===== src/rtl/mips_ctrl_pkg.sv =====
// Shared types and encodings for the multicycle MIPS control unit.
// Optional feature macro: MIPS_CTRL_TRAP_EN (illegal opcodes trap instead of acting as NOPs).
package mips_ctrl_pkg;

  typedef enum logic [3:0] {
    S_FETCH   = 4'd0,
    S_DECODE  = 4'd1,
    S_MEMADR  = 4'd2,
    S_MEMRD   = 4'd3,
    S_MEMWB   = 4'd4,
    S_MEMWR   = 4'd5,
    S_RTEXE   = 4'd6,
    S_ALUWB   = 4'd7,
    S_BRANCH  = 4'd8,
    S_ADDIEXE = 4'd9,
    S_JUMP    = 4'd10,
    S_TRAP    = 4'd11
  } state_t;

  localparam logic [5:0] OP_RTYPE = 6'b000000;
  localparam logic [5:0] OP_LW    = 6'b100011;
  localparam logic [5:0] OP_SW    = 6'b101011;
  localparam logic [5:0] OP_BEQ   = 6'b000100;
  localparam logic [5:0] OP_ADDI  = 6'b001000;
  localparam logic [5:0] OP_J     = 6'b000010;

  localparam logic [1:0] SRCB_REG     = 2'b00;
  localparam logic [1:0] SRCB_FOUR    = 2'b01;
  localparam logic [1:0] SRCB_IMM     = 2'b10;
  localparam logic [1:0] SRCB_IMM_SH2 = 2'b11;

  localparam logic [1:0] ALUOP_ADD   = 2'b00;
  localparam logic [1:0] ALUOP_SUB   = 2'b01;
  localparam logic [1:0] ALUOP_FUNCT = 2'b10;

  localparam logic [1:0] PCSRC_ALU    = 2'b00;
  localparam logic [1:0] PCSRC_ALUOUT = 2'b01;
  localparam logic [1:0] PCSRC_JUMP   = 2'b10;

  // One bundle for every datapath control signal driven in a cycle
  typedef struct packed {
    logic       pc_en;
    logic       ir_write;
    logic       mem_read;
    logic       mem_write;
    logic       iord;
    logic       reg_write;
    logic       reg_dst;
    logic       mem_to_reg;
    logic       alu_src_a;
    logic [1:0] alu_src_b;
    logic [1:0] alu_op;
    logic [1:0] pc_source;
    logic       illegal;
  } ctrl_t;

  localparam ctrl_t CTRL_IDLE = '0;

  // First execution state for a decoded opcode; bad_target is used for unknown opcodes
  function automatic state_t dispatch(input logic [5:0] op, input state_t bad_target);
    state_t nxt;
    case (op)
      OP_RTYPE:     nxt = S_RTEXE;
      OP_LW, OP_SW: nxt = S_MEMADR;
      OP_BEQ:       nxt = S_BRANCH;
      OP_ADDI:      nxt = S_ADDIEXE;
      OP_J:         nxt = S_JUMP;
      default:      nxt = bad_target;
    endcase
    return nxt;
  endfunction

endpackage


===== src/rtl/mips_ctrl_outdec.sv =====
// Combinational output decoder: current state (plus opcode, mem_ready and zero)
// to the datapath control word. Optional macro: MIPS_CTRL_TRAP_EN drives illegal in TRAP.
module mips_ctrl_outdec
  import mips_ctrl_pkg::*;
#(
  parameter int op_w = 6
) (
  input  state_t          state,
  input  logic [op_w-1:0] opcode,
  input  logic            mem_ready,
  input  logic            zero,
  output ctrl_t           ctrl
);

  logic pc_write;
  logic pc_write_cond;

  // Decode the control word for the current state; pc_en merges unconditional and branch writes
  always_comb begin
    ctrl          = CTRL_IDLE;
    pc_write      = 1'b0;
    pc_write_cond = 1'b0;
    case (state)
      S_FETCH: begin
        ctrl.mem_read  = 1'b1;
        ctrl.alu_src_b = SRCB_FOUR;
        ctrl.ir_write  = mem_ready;
        pc_write       = mem_ready;
      end
      S_DECODE: ctrl.alu_src_b = SRCB_IMM_SH2;
      S_MEMADR: begin
        ctrl.alu_src_a = 1'b1;
        ctrl.alu_src_b = SRCB_IMM;
      end
      S_MEMRD: begin
        ctrl.mem_read = 1'b1;
        ctrl.iord     = 1'b1;
      end
      S_MEMWB: begin
        ctrl.reg_write  = 1'b1;
        ctrl.mem_to_reg = 1'b1;
      end
      S_MEMWR: begin
        ctrl.mem_write = 1'b1;
        ctrl.iord      = 1'b1;
      end
      S_RTEXE: begin
        ctrl.alu_src_a = 1'b1;
        ctrl.alu_op    = ALUOP_FUNCT;
      end
      S_ALUWB: begin
        ctrl.reg_write = 1'b1;
        ctrl.reg_dst   = (opcode == OP_RTYPE);
      end
      S_BRANCH: begin
        ctrl.alu_src_a = 1'b1;
        ctrl.alu_op    = ALUOP_SUB;
        ctrl.pc_source = PCSRC_ALUOUT;
        pc_write_cond  = 1'b1;
      end
      S_ADDIEXE: begin
        ctrl.alu_src_a = 1'b1;
        ctrl.alu_src_b = SRCB_IMM;
      end
      S_JUMP: begin
        ctrl.pc_source = PCSRC_JUMP;
        pc_write       = 1'b1;
      end
      S_TRAP: begin
`ifdef MIPS_CTRL_TRAP_EN
        ctrl.illegal = 1'b1;
`else
        ctrl.illegal = 1'b0;
`endif
      end
      default: ctrl = CTRL_IDLE;
    endcase
    ctrl.pc_en = pc_write | (pc_write_cond & zero);
  end

endmodule


===== src/rtl/mips_multicycle_ctrl.sv =====
// Multicycle MIPS control FSM: state register, next-state logic and retired counter.
// Optional macro: MIPS_CTRL_TRAP_EN sends illegal opcodes to a sticky TRAP state;
// without it they retire as NOPs.
module mips_multicycle_ctrl
  import mips_ctrl_pkg::*;
#(
  parameter int op_w  = 6,
  parameter int cnt_w = 32
) (
  input  logic             clk,
  input  logic             reset,
  input  logic [op_w-1:0]  opcode,
  input  logic             zero,
  input  logic             mem_ready,
  output logic             pc_en,
  output logic             ir_write,
  output logic             mem_read,
  output logic             mem_write,
  output logic             iord,
  output logic             reg_write,
  output logic             reg_dst,
  output logic             mem_to_reg,
  output logic             alu_src_a,
  output logic [1:0]       alu_src_b,
  output logic [1:0]       alu_op,
  output logic [1:0]       pc_source,
  output logic             illegal,
  output logic [3:0]       state,
  output logic [cnt_w-1:0] instr_retired
);

`ifdef MIPS_CTRL_TRAP_EN
  localparam state_t ILLEGAL_TARGET = S_TRAP;
`else
  localparam state_t ILLEGAL_TARGET = S_FETCH;
`endif

  state_t cur_state;
  state_t next_state;
  ctrl_t  ctrl_raw;
  ctrl_t  ctrl;

  mips_ctrl_outdec #(.op_w(op_w)) u_outdec (
    .state     (cur_state),
    .opcode    (opcode),
    .mem_ready (mem_ready),
    .zero      (zero),
    .ctrl      (ctrl_raw)
  );

  // Reset must silence every request immediately, even though FETCH asserts mem_read
  assign ctrl = reset ? CTRL_IDLE : ctrl_raw;

  assign pc_en      = ctrl.pc_en;
  assign ir_write   = ctrl.ir_write;
  assign mem_read   = ctrl.mem_read;
  assign mem_write  = ctrl.mem_write;
  assign iord       = ctrl.iord;
  assign reg_write  = ctrl.reg_write;
  assign reg_dst    = ctrl.reg_dst;
  assign mem_to_reg = ctrl.mem_to_reg;
  assign alu_src_a  = ctrl.alu_src_a;
  assign alu_src_b  = ctrl.alu_src_b;
  assign alu_op     = ctrl.alu_op;
  assign pc_source  = ctrl.pc_source;
  assign illegal    = ctrl.illegal;
  assign state      = cur_state;

  // Select the next state; memory states wait on mem_ready, others ignore it
  always_comb begin
    next_state = cur_state;
    case (cur_state)
      S_FETCH:   if (mem_ready) next_state = S_DECODE; else next_state = S_FETCH;
      S_DECODE:  next_state = dispatch(opcode, ILLEGAL_TARGET);
      S_MEMADR:  if (opcode == OP_LW) next_state = S_MEMRD; else next_state = S_MEMWR;
      S_MEMRD:   if (mem_ready) next_state = S_MEMWB; else next_state = S_MEMRD;
      S_MEMWB:   next_state = S_FETCH;
      S_MEMWR:   if (mem_ready) next_state = S_FETCH; else next_state = S_MEMWR;
      S_RTEXE:   next_state = S_ALUWB;
      S_ALUWB:   next_state = S_FETCH;
      S_BRANCH:  next_state = S_FETCH;
      S_ADDIEXE: next_state = S_ALUWB;
      S_JUMP:    next_state = S_FETCH;
      S_TRAP:    next_state = S_TRAP;
      default:   next_state = S_FETCH;
    endcase
  end

  // State register and retire counter; an instruction retires on re-entry to FETCH
  always_ff @(posedge clk or posedge reset) begin
    if (reset) begin
      cur_state     <= S_FETCH;
      instr_retired <= '0;
    end else begin
      cur_state <= next_state;
      if ((next_state == S_FETCH) && (cur_state != S_FETCH)) begin
        instr_retired <= instr_retired + cnt_w'(1);
      end
    end
  end

endmodule


===== config.mk =====
export PLATFORM = sky130hd
export DESIGN_NAME = mips_multicycle_ctrl
export DESIGN_NICKNAME = d
export VERILOG_FILES = /design/src/rtl/mips_ctrl_pkg.sv /design/src/rtl/mips_ctrl_outdec.sv /design/src/rtl/mips_multicycle_ctrl.sv
export SDC_FILE = /design/constraint.sdc
export NUM_CORES = 1
export LEC_CHECK = 0
export CELL_PAD_IN_SITES_DETAIL_PLACEMENT = 1
export CELL_PAD_IN_SITES_GLOBAL_PLACEMENT = 2
export CORE_ASPECT_RATIO = 0.75
export CORE_MARGIN = 1
export CORE_UTILIZATION = 28
export CTS_CLUSTER_DIAMETER = 100
export CTS_CLUSTER_SIZE = 16
export DETAILED_ROUTE_END_ITERATION = 12
export GPL_TIMING_DRIVEN = 0
export PLACE_DENSITY_LB_ADDON = 0.1
export SYNTH_ARGS = -nofsm -noshare
export SYNTH_HDL_FRONTEND = slang
export SYNTH_SLANG_ARGS = --single-unit

===== constraint.sdc =====
create_clock -name clk -period 4.1 [get_ports clk]
set_clock_uncertainty 0.2 [all_clocks]
set_input_delay 1.23 -clock clk [delete_from_list [all_inputs] [get_ports clk]]
set_output_delay 1.23 -clock clk [all_outputs]
set_load 0.05 [all_outputs]

Word level (Yosys, flattened, before mapping)
Index checks and enable logic that the tools add are counted.
{ "totals": {"inputBits": 10, "n_memories": 0, "word_cells": 53, "mem_bits_ro": 0, "latch_bits": 0, "ramBits": 0, "register_bits": 36} }
{ "classes": {"addsub": 1, "order_cmp": 0, "eq_ne": 16, "n_mux": 20, "shifts": 0, "multipliers": 0, "reduce_logical": 12, "div_mod_pow": 0, "bitwise": 2} }
{ "ops": {"columns": ["op", "count"], "rows": [
  ["$add 32x1->32 const B", 1],
  ["$pmux 4 s7", 1],
  ["$pmux 4 s5", 1],
  ["$eq 4x3->1 const B", 4],
  ["$eq 4x4->1 const B", 4],
  ["$mux 16", 1],
  ["$eq 6x6->1 const B", 2],
  ["$reduce_or 2->1", 6],
  ["$mux 1", 10],
  ["$mux 3", 3],
  ["$eq 4x2->1 const B", 2],
  ["$logic_not 4->1", 2],
  ["$pmux 2 s2", 2],
  ["$eq 6x2->1 const B", 1],
  ["$eq 6x3->1 const B", 1],
  ["$eq 6x4->1 const B", 1],
  ["$logic_not 6->1", 1],
  ["$pmux 2 s3", 1],
  ["$eq 4x1->1 const B", 1],
  ["$reduce_bool 4->1", 1],
  ["$reduce_or 4->1", 1],
  ["$pmux 1 s2", 1],
  ["$and 1x1->1", 1],
  ["$logic_and 1x1->1", 1],
  ["$or 1x1->1", 1]
]} }

Longest topological paths before layout
Gate-level depths: netlist of the first run.
{ "logic_depth": {"depth_word": 6, "depth_mapped": 10} }

By module
A second synthesis of the first run with hierarchy kept.
{ "hier_totals": {"hier_cells": 236, "hier_area_um2": 2249.7} }
{ "by_module_without_submodules": {"columns": ["module", "seq_area_each_um2", "cells_each", "instances", "area_each_um2"], "rows": [
  ["mips_multicycle_ctrl", 900.9, 202, 1, 2030.7],
  ["mips_ctrl_outdec", 0.0, 34, 1, 219.0]
]} }

Worst setup path before layout of the first run
No wires, ideal clock.
{ "synth_path": {"path_type": "input -> output", "from": "input reset", "to": "output reg_dst", "cell_stages": 3, "arrival_ns": 3.806, "path_slack_ns": -1.136, "cell_sequence": "inv_1 > nand2b_1 > nor4_1"} }
{ "synth_between": {"elab_chain_cells": 1} }
{ "synth_lines": {"columns": ["item", "line_no", "rtl"], "rows": [
  ["start: declaration", "mips_multicycle_ctrl.sv:11", "input logic reset,"],
  ["$mux 16", "mips_multicycle_ctrl.sv:52", "assign ctrl = reset ? CTRL_IDLE : ctrl_raw;"],
  ["end: declaration", "mips_multicycle_ctrl.sv:21", "output logic reg_dst,"]
]} }
No other way between the ends.

Final worst setup path of the first run
{ "layout_path": {"from": "input reset", "to": "output alu_src_b[0]"} }
{ "layout_between": {"elab_chain_cells": 1} }
{ "layout_lines": {"columns": ["item", "line_no", "rtl"], "rows": [
  ["$mux 16", "mips_multicycle_ctrl.sv:52", null],
  ["end: declaration", "mips_multicycle_ctrl.sv:24", "output logic [1:0] alu_src_b,"]
]} }
No other way between the ends.

==> metrics.md, run 1 <==
| Metric | Value |
|---|---|
| Final hold violation count | `0` |
| RR Endpoint | `instr_retired[1]$_DFFE_PP0P_` |
| DR iter-0 viols | `61` |
| Seq cells post-synth | `36` |
| Crit path kind | `input port to output pin` |
| CTS Buffer Depth | `2` |
| Ys flop type | `dfrtp_1` |
| Core Region | `6990 µm²` |
| Cell count after placement | `372` |
| Buf/Inv on CP | `2` |
| Min-delay src | `instr_retired[31]$_DFFE_PP0P_` |
| Layout cells sized above 1 | `14.7%` |
| R2r setup slk | `1.48 ns` |
| DRC violations left | `0` |
| Pwr dens | `391 nW/µm²` |
| Post-layout util | `42.5%` |
| CP required | `2.67 ns` |
| Max IR drop VDD | `0.176 mV` |
| Starting Density | `29.8%` |
| Hold EP | `instr_retired[31]$_DFFE_PP0P_` |
| Total global-route track usage | `17.2%` |
| Row cnt | `26` |
| Die Area | `7810 µm²` |
| Post-synth EDFFs | `0` |
| Largest net degree at the start of global routing | `19` |
| CP max-delay cell | `clkdlybuf4s50_1` |
| Peak per-stage delay on the critical path | `0.84 ns` |
| Async set-reset flop share out of synthesis | `100%` |
| Via count | `1879` |
| Max-cap viol count | `0` |
| Fin cells | `383` |
| Final TNS setup | `0 ns` |
| Fillers | `788` |
| Cell count along the critical path | `3` |
| Synth Net Count | `225` |
| Tightest Pin Transition | `0.888 ns` |
| Hold slack | `0.280 ns` |
| Drt wl/cell | `16.2 µm` |
| Final wirelength | `6.22 mm` |
| Crit path DAT | `2.57 ns` |
| Gpl congestion | `0.778` |
| Status | `completed` |
| Maximum clock frequency | `250 MHz` |
| Startpoint Class | `input port` |
| Sequential-to-total area share from yosys stat | `43.2%` |
| Slew Limit Fails | `0` |
| Critical-path maximum fanout | `8` |
| Clk_lat worst skew | `0.29 ns` |
| Vias/cell | `4.91` |
| Worst reg-to-reg path cell count | `7` |
| Crit-path cells | `clkdlybuf4s15_2, nor4_2, clkdlybuf4s50_1` |
| CTS Sinks | `36` |
| Worst hold path type | `flip-flop to flip-flop` |
| Unrepaired setup endpoints after global routing | `no` |
| H-tree Lvls | `2` |
| Hold-critical path depth | `1` |
| Mapped cell area | `2090 µm²` |
| Gate Count Post-Synth | `214` |
| Design Power | `1.16 mW` |
| Area of the multi-input gates | `1140 µm²` |
| Cts bufs inserted | `5` |
| Die Wd | `102 µm` |
| Initial antenna violation count | `0` |
| First-pass DRT Iterations | `4` |
| First-pass GRT wire length | `10.4 mm` |
| Top Ports | `62` |
| HPWL Detailed | `4.54 mm` |
| Synth warnings | `0` |
| P&R area growth vs syn | `42.3%` |
| Clock root cell | `clkbuf_8` |
| Fin crit share | `97.7%` |
| Leak Pwr | `1.27 nW` |
| Mean Syn Cell Area | `9.75 µm²` |
| Yosys cell types | `43` |
| Fin crit period | `4.00 ns` |
| Final nets | `295` |
| Die span in y | `76.8 µm` |
| RR Startpoint | `state[0]$_DFF_PP0_` |
| CP top delay family | `buffers and inverters` |
| Rel. slew slack | `40.5%` |
| Vias in the first global route | `1942` |
| Congestion Overflow GR | `0` |
| ANT cells | `0` |
| FF/Latch Area | `901 µm²` |
| Final setup viols | `0` |
| ANT nets after route | `0` |
| Clk pin slew, worst setup/hold paths | `0.08 ns` |
| CTS tree | `yes` |
| Worst Setup End Kind | `output pin` |
| Port Buffers | `60` |
==> per-layer routing <==
metal / track usage, % / vias up / wire [µm] / part of all wire, %
met4: 2.61 / 0 / 35 / 0.56
li1: - / 905 / - / -
met5: 0 / - / 0 / 0
met2: 23.9 / 45 / 2470 / 40
met1: 27.2 / 925 / 3450 / 56
met3: 3.46 / 4 / 264 / 4.2
==> cell type report <==
class	instances	share of cell area [%]
multi-input cells	161	38.5
repair inverters	1	0.168
inverters	4	0.632
plain buffers	13	3.16
flip-flops and latches	36	30.3
repair buffers	62	20.1
clock buffers	8	3.03
well taps	98	4.13
==> cell usage in the layout, fill, tap and decap left out, drive strengths merged, types with 2 or more instances in the layout <==
cell type and n:
clkdlybuf4s50 46, dfrtp 36, xnor2 32, nand4 19, nand2 16, and3 14, clkbuf 14, buf 13
nor2 12, nand3 12, nor3 10, and2 5, dlygate4sd2 5, nand2b 4, o21ai 4, nor4 4
clkdlybuf4s15 4, inv 3, nor2b 3, nor4b 3, o2111ai 2, and4 2, a21oi 2, clkinvlp 2
==> kinds of logic after synthesis <==
kind of cell | synth area share [%]
AO/OA/AOI/OAI | 5.46
XOR/XNOR | 13.8
adder cells (fa/ha/maj) | 0.599
buffers and inverters | 5.22
flip-flops | 43.2
multiplexers | 0.719
other | 0.180
AND/OR/NAND/NOR | 30.8
==> what timing repair did <==
action,CTS,global route
pin swaps,0,1
gates resized for setup,27,8
hold buffers,0,0
buffers inserted,1,1
cloned,1,0
setup endpoints to repair,15,6
endpoints found under the hold margin,0,0
==> Yosys cell counts, types with 2 or more instances <==
cell       number  share of area, %
dfrtp_1        36                43
xnor2_1        32                13
nand4_1        19               5.7
nand2_1        16               2.9
and3_1         14               4.2
nand3_1        12               2.9
nor2_1         12               2.2
nor3_1         10               2.4
and2_1          5               1.5
buf_6           5               2.7
clkbuf_1        4              0.72
inv_1           4              0.72
nand2b_1        4               1.2
buf_2           3              0.72
nor2b_1         3              0.90
nor4_1          3              0.90
o21ai_0         3              0.72
and4_1          2              0.84
nor4b_1         2              0.84
o2111ai_1       2              0.84
==> worst max path at each step <==
stage,startpoint,end
after floorplan,reset,alu_op[1]
after global placement,reset,mem_write
after detailed placement,reset,mem_write
final,reset,alu_src_b[0]
after CTS,reset,iord
after global routing,reset,alu_op[1]
==> where the power goes <==
part	internal (mW)	total [mW]	switching [mW]
clock network	0.137	0.265	0.128
logic	0.165	0.470	0.305
registers	0.387	0.425	0.0382
==> registers in the layout, indices dropped and copies added, names as in the netlist <==
signal	flops
instr_retired	32
state	4
==> through the flow <==
step                instance area, µm²  worst slack [ns]
floorplan                         2140            0.0643
global placement                  2870             -1.55
detailed placement                2870             -1.55
CTS                               2970           0.00365
global route                      2970            0.0168
finish                            2970            0.0958
(Power assumes the default switching activity.)
==> run 2, diff against run 1 <==
Settings changed: PLACE_DENSITY set to 0.82, PLACE_DENSITY_LB_ADDON 0.1 to not set.
==> metrics.md, run 2 (synthesis gave the netlist of run 1 again) <==
| Metric | Value |
|---|---|
| Status | `completed` |
| Top Ports | `62 (unchanged)` |
| Core Region | `6990 µm² (unchanged)` |
| Crit path DAT | `2.62 ns (+0.05 ns)` |
| Largest net degree at the start of global routing | `19 (unchanged)` |
| CTS Sinks | `36 (unchanged)` |
| Die span in y | `76.8 µm (unchanged)` |
| Fin crit share | `98.8% (+1.1 points)` |
| Max IR drop VDD | `0.244 mV (+38%)` |
| H-tree Lvls | `2 (unchanged)` |
| First-pass GRT wire length | `10.1 mm (-2.2%)` |
| Final setup viols | `0 (unchanged)` |
| Cts bufs inserted | `5 (unchanged)` |
| Switching share of power | `39.9% (-0.73 points)` |
| Internal | `0.701 mW (+1.7%)` |
| R2r setup slk | `1.58 ns (+0.10 ns)` |
| Clock root cell | `clkbuf_8` |
| Worst reg-to-reg path cell count | `7 (unchanged)` |
| ANT nets after route | `0 (unchanged)` |
| Design Power | `1.17 mW (+0.43%)` |
| Pwr dens | `392 nW/µm² (+0.43%)` |
| Clk pin slew, worst setup/hold paths | `0.07 ns (about the same)` |
| HPWL Detailed | `4.52 mm (-0.49%)` |
| Worst hold path type | `flip-flop to flip-flop` |
| Initial antenna violation count | `0 (unchanged)` |
| Layout cells sized above 1 | `14.1% (-0.60 points)` |
| Maximum clock frequency | `247 MHz (-1.2%)` |
| Startpoint Class | `input port` |
| DRC violations left | `0 (unchanged)` |
| Gpl congestion | `0.818 (+5.0%)` |
| Die Area | `7810 µm² (unchanged)` |
| Hold-critical path depth | `1 (unchanged)` |
| Min-delay src | `instr_retired[31]$_DFFE_PP0P_` |
| Hold-fix buffers, CTS | `0 (unchanged)` |
| Clk_lat worst skew | `0.28 ns (about the same)` |
| Fin crit period | `4.05 ns (+0.0467 ns)` |
| Clock power frac | `23.0% (+0.2 points)` |
| RR Endpoint | `instr_retired[1]$_DFFE_PP0P_` |
| Final hold violation count | `0 (unchanged)` |
| Vias/cell | `5.00 (+1.9%)` |
| Port Buffers | `60 (unchanged)` |
| Tightest Pin Transition | `0.864 ns (-0.0239 ns)` |
| Number of flip-flops in the largest register | `32 (unchanged)` |
| Total global-route track usage | `16.6% (-0.62 points)` |
| Largest register by flop count | `instr_retired` |
| Commonest non-fill, non-tap cell in the layout | `clkdlybuf4s50_1` |
| Max-cap viol count | `0 (unchanged)` |
| Slew Limit Fails | `0 (unchanged)` |
| Hold slack | `0.277 ns (-0.00260 ns)` |
| Crit path kind | `input port to output pin` |
| Final wirelength | `6.09 mm (-2.1%)` |
| CTS Buffer Depth | `2 (unchanged)` |
| First-pass DRT Iterations | `4 (unchanged)` |
| Leading cell types in the layout, fill and taps excluded | `clkdlybuf4s50_1 (46), dfrtp_1 (36), xnor2_1 (32)` |
| Rel. slew slack | `42.1% (+1.6 points)` |
| Drt wl/cell | `16.0 µm (-1.6%)` |
| RR Startpoint | `state[0]$_DFF_PP0_` |
| Comb pwr share | `40.3% (-0.2 points)` |
| CP required | `2.67 ns (about the same)` |
| Congestion Overflow GR | `0 (unchanged)` |
| Psw | `0.465 mW (-1.4%)` |
| Die Wd | `102 µm (unchanged)` |
| DR iter-0 viols | `75 (+23%)` |
| Via count | `1904 (+1.3%)` |
| Hold EP | `instr_retired[31]$_DFFE_PP0P_` |
| Row cnt | `26 (unchanged)` |
| Vias in the first global route | `1969 (+1.4%)` |
| Flop pwr share | `36.7% (about the same)` |
| Leak Pwr | `1.27 nW (about the same)` |
| Final nets | `294 (-0.34%)` |
| ANT cells | `0 (unchanged)` |
| Critical-path maximum fanout | `4 (-4)` |
| Unrepaired setup endpoints after global routing | `no` |
| Worst Setup End Kind | `output pin` |
| CTS tree | `yes` |
| P&R area growth vs syn | `42.3% (unchanged)` |
| Starting Density | `29.8% (unchanged)` |
==> run 2: power by group through the flow <==
stage	logic (mW)	clock network [mW]	registers [mW]
6_report	0.470	0.268	0.428
2_1_floorplan	0.216	0	0.533
5_1_grt	0.496	0.293	0.432
4_1_cts	0.472	0.275	0.428
3_3_place_gp	0.464	0	0.431
3_5_place_dp	0.474	0	0.434
==> run 2: final cells by class <==
class | count | area, µm²
Fill cell | 789 | 4020
Multi-Input combinational cell | 161 | 1140
Sequential cell | 36 | 901
Timing Repair Buffer | 61 | 591
Tap cell | 98 | 123
Clock buffer | 7 | 96.3
Buffer | 13 | 93.8
Inverter | 4 | 18.8
Timing Repair inverter | 1 | 5.00
==> run 2: metal layers <==
| layer | global-route usage, % | wire length (µm) |
|---|---|---|
| met1 | 24.4 | 3130 |
| met2 | 25.2 | 2730 |
| met3 | 3.28 | 196 |
| met4 | 2.61 | 27 |
| met5 | 0 | 0 |
==> run 2: timing repair <==
item                                   CTS  global route
buffers inserted                         1             0
cloned                                   1             0
gates resized for setup                 24             3
setup endpoints to repair               15             2
endpoints found under the hold margin    0             0
==> run 2: worst max path at each step <==
| stage | start | to | slack, ns | cells past startpoint |
|---|---|---|---|---|
| detailed placement | reset | alu_op[1] | -1.49 | 5 |
| CTS | opcode[0] | reg_dst | 0.009 | 5 |
| finish | opcode[0] | reg_dst | 0.05 | 5 |
| global route | opcode[0] | reg_dst | 0.003 | 5 |
| global placement | reset | mem_write | -1.46 | 5 |
| floorplan | reset | alu_op[1] | 0.06 | 3 |
==> run 2: worst max-delay path, stage by stage <==
cell and delay, ns:
clkdlybuf4s50_1 0.47, nor3_4 0.27, nand2_1 0.14, nor4_4 0.27, buf_4 0.24
==> run 2: metrics by stage <==
stage          setup TNS, ns  instances  setup slack, ns  utilization [%]  instance area [µm²]
2_1_floorplan              0        214           0.0643                -                 2140
3_3_place_gp          -10.95        372            -1.46             41.0                 2870
3_5_place_dp          -11.28        372            -1.49             41.0                 2870
4_1_cts                    0        381          0.00910             42.4                 2970
5_1_grt                    0        381          0.00254             42.5                 2970
6_report                   0        381           0.0491             42.5                 2970
==> run 3, diff against run 2 <==
Settings changed: GPL_TIMING_DRIVEN 0 to not set.
==> metrics.md, run 3 (synthesis gave the netlist of run 1 again) <==
| Metric | Value |
|---|---|
| Worst hold path type | `flip-flop to flip-flop` |
| Post-DP Area | `2960 µm² (+3.4%)` |
| Startpoint Class | `input port` |
| Congestion Overflow GR | `0 (unchanged)` |
| Largest net degree at the start of global routing | `37 (+18)` |
| Unrepaired setup endpoints after global routing | `no` |
| ANT nets after route | `0 (unchanged)` |
| Final TNS setup | `0 ns (unchanged)` |
| Hold-fix buffers, CTS | `0 (unchanged)` |
| Row cnt | `26 (unchanged)` |
| Buf/Inv on CP | `4 (+2)` |
| Cts bufs inserted | `5 (unchanged)` |
| HPWL Detailed | `4.42 mm (-2.3%)` |
| Top Ports | `62 (unchanged)` |
| P&R area growth vs syn | `46.0%` |
| Crit-path cells | `clkdlybuf4s50_1, buf_4, clkinvlp_4, nand2b_1, nor4_4, buf_4` |
| CP dominant cell by count | `buf_4` |
| Total global-route track usage | `16.2% (-0.39 points)` |
| CTS Buffer Depth | `2 (unchanged)` |
| Clk_lat worst skew | `0.29 ns (about the same)` |
| Peak per-stage delay on the critical path | `0.44 ns (-0.03 ns)` |
| CP max-delay cell | `clkdlybuf4s50_1` |
| Worst Setup End Kind | `output pin` |
| Maximum clock frequency | `252 MHz (+2.0%)` |
| First-pass DRT Iterations | `4 (unchanged)` |
| Gpl congestion | `0.766 (-6.3%)` |
| Number of flip-flops in the largest register | `32 (unchanged)` |
| Leading cell types in the layout, fill and taps excluded | `clkdlybuf4s50_1 (45), dfrtp_1 (36), xnor2_1 (32)` |
| Vias/cell | `4.94 (-1.1%)` |
| Tightest Pin Transition | `0.526 ns (-0.339 ns)` |
| Via count | `1869 (-1.8%)` |
| Die Area | `7810 µm² (unchanged)` |
| Pwr dens | `372 nW/µm² (-5.1%)` |
| Post-CTS setup buffer count | `0 (-1)` |
| Die span in y | `76.8 µm (unchanged)` |
| Initial antenna violation count | `0 (unchanged)` |
| Post-route cell area | `3050 µm² (+2.6%)` |
| CP required | `2.67 ns (about the same)` |
| First-pass GRT wire length | `9.95 mm (-1.8%)` |
| CTS tree | `yes` |
| Final setup viols | `0 (unchanged)` |
| ANT cells | `0 (unchanged)` |
| Rel. slew slack | `64.9% (+23 points)` |
| CP top delay family | `buffers and inverters` |
| Drt wl/cell | `15.5 µm (-3.2%)` |
| Starting Density | `29.8% (unchanged)` |
| Critical-path maximum fanout | `5 (+1)` |
| Leak Pwr | `1.27 nW (+0.26%)` |
| Core Region | `6990 µm² (unchanged)` |
| Fin crit period | `3.97 ns (-0.0784 ns)` |
| CTS Sinks | `36 (unchanged)` |
| Crit path kind | `input port to output pin` |
| Port Buffers | `60 (unchanged)` |
| DR iter-0 viols | `60 (-20%)` |
| Slew Limit Fails | `0 (unchanged)` |
| Final nets | `291 (-1.0%)` |
| Max IR drop VDD | `0.250 mV (+2.6%)` |
| Status | `completed` |
| Clock root cell | `clkbuf_8` |
| Max-cap viol count | `0 (unchanged)` |
| Commonest non-fill, non-tap cell in the layout | `clkdlybuf4s50_1` |
| Largest register by flop count | `instr_retired` |
| Fin crit share | `96.9% (-1.9 points)` |
| Final hold violation count | `0 (unchanged)` |
| Clk pin slew, worst setup/hold paths | `0.07 ns (about the same)` |
| Final wirelength | `5.84 mm (-4.0%)` |
| Die Wd | `102 µm (unchanged)` |
| Layout cells sized above 1 | `18.2% (+4.1 points)` |
| H-tree Lvls | `2 (unchanged)` |
| Crit path DAT | `2.54 ns (-0.08 ns)` |
| Vias in the first global route | `1971 (+0.10%)` |
| DRC violations left | `0 (unchanged)` |
| CTS resizes | `0 (-100%)` |
run 3: worst paths after layout:
kind / start / slack, ns / cells after the start / end
hold reg to reg: instr_retired[31]$_DFFE_PP0P_ / 0.27 / 1 / instr_retired[31]$_DFFE_PP0P_
min in group asynchronous: reset / 1.37 / 4 / state[2]$_DFF_PP0_
hold / removal: instr_retired[31]$_DFFE_PP0P_ / 0.27 / 1 / instr_retired[31]$_DFFE_PP0P_
setup / recovery: reset / 0.13 / 6 / reg_dst
setup reg to reg: state[3]$_DFF_PP0_ / 1.41 / 8 / instr_retired[1]$_DFFE_PP0P_
max in group asynchronous: reset / 1.99 / 4 / instr_retired[3]$_DFFE_PP0P_
run 3: cell type report:
class,count,area [µm²]
clock buffers,6,72.6
clock inverters,1,5.00
fillers,791,3950
inverters,4,18.8
multi-input cells,161,1140
flip-flops and latches,36,901
well taps,98,123
repair buffers,72,791
run 3: worst reg2reg max path, delay by kind of cell, from the launching register on:
kind	cells	cell delay, ns
AND/OR/NAND/NOR	4	0.78
multiplexers	1	0.32
flip-flops	1	0.66
AO/OA/AOI/OAI	2	0.39
buffers and inverters	1	0.22
run 3: stage by stage:
step	util [%]	setup WS [ns]	hold slack, ns	instances	power, mW
finish	43.6	0.127	0.273	378	1.13
global route	43.6	0.0351	0.295	378	1.20
CTS	43.5	0.0984	0.279	378	1.15
detailed placement	42.4	0.101	0.265	371	0.910
global placement	42.4	0.144	0.264	371	0.900
floorplan	-	0.0643	0.586	214	0.748
run 3: report_power, final:
group / leakage (nW) / switching (mW) / internal (mW) / total, mW
sequential: 0.492 / 0.0514 / 0.387 / 0.438
combinational: 0.736 / 0.285 / 0.176 / 0.461
clock: 0.0410 / 0.120 / 0.115 / 0.235
run 3: metal layers:
| metal | up-vias | track usage [%] | wire length, µm |
|---|---|---|---|
| li1 | 892 | - | - |
| met1 | 945 | 23.8 | 3010 |
| met2 | 26 | 24.0 | 2660 |
| met3 | 6 | 3.10 | 120 |
| met4 | 0 | 3.91 | 55 |
| met5 | - | 0 | 0 |
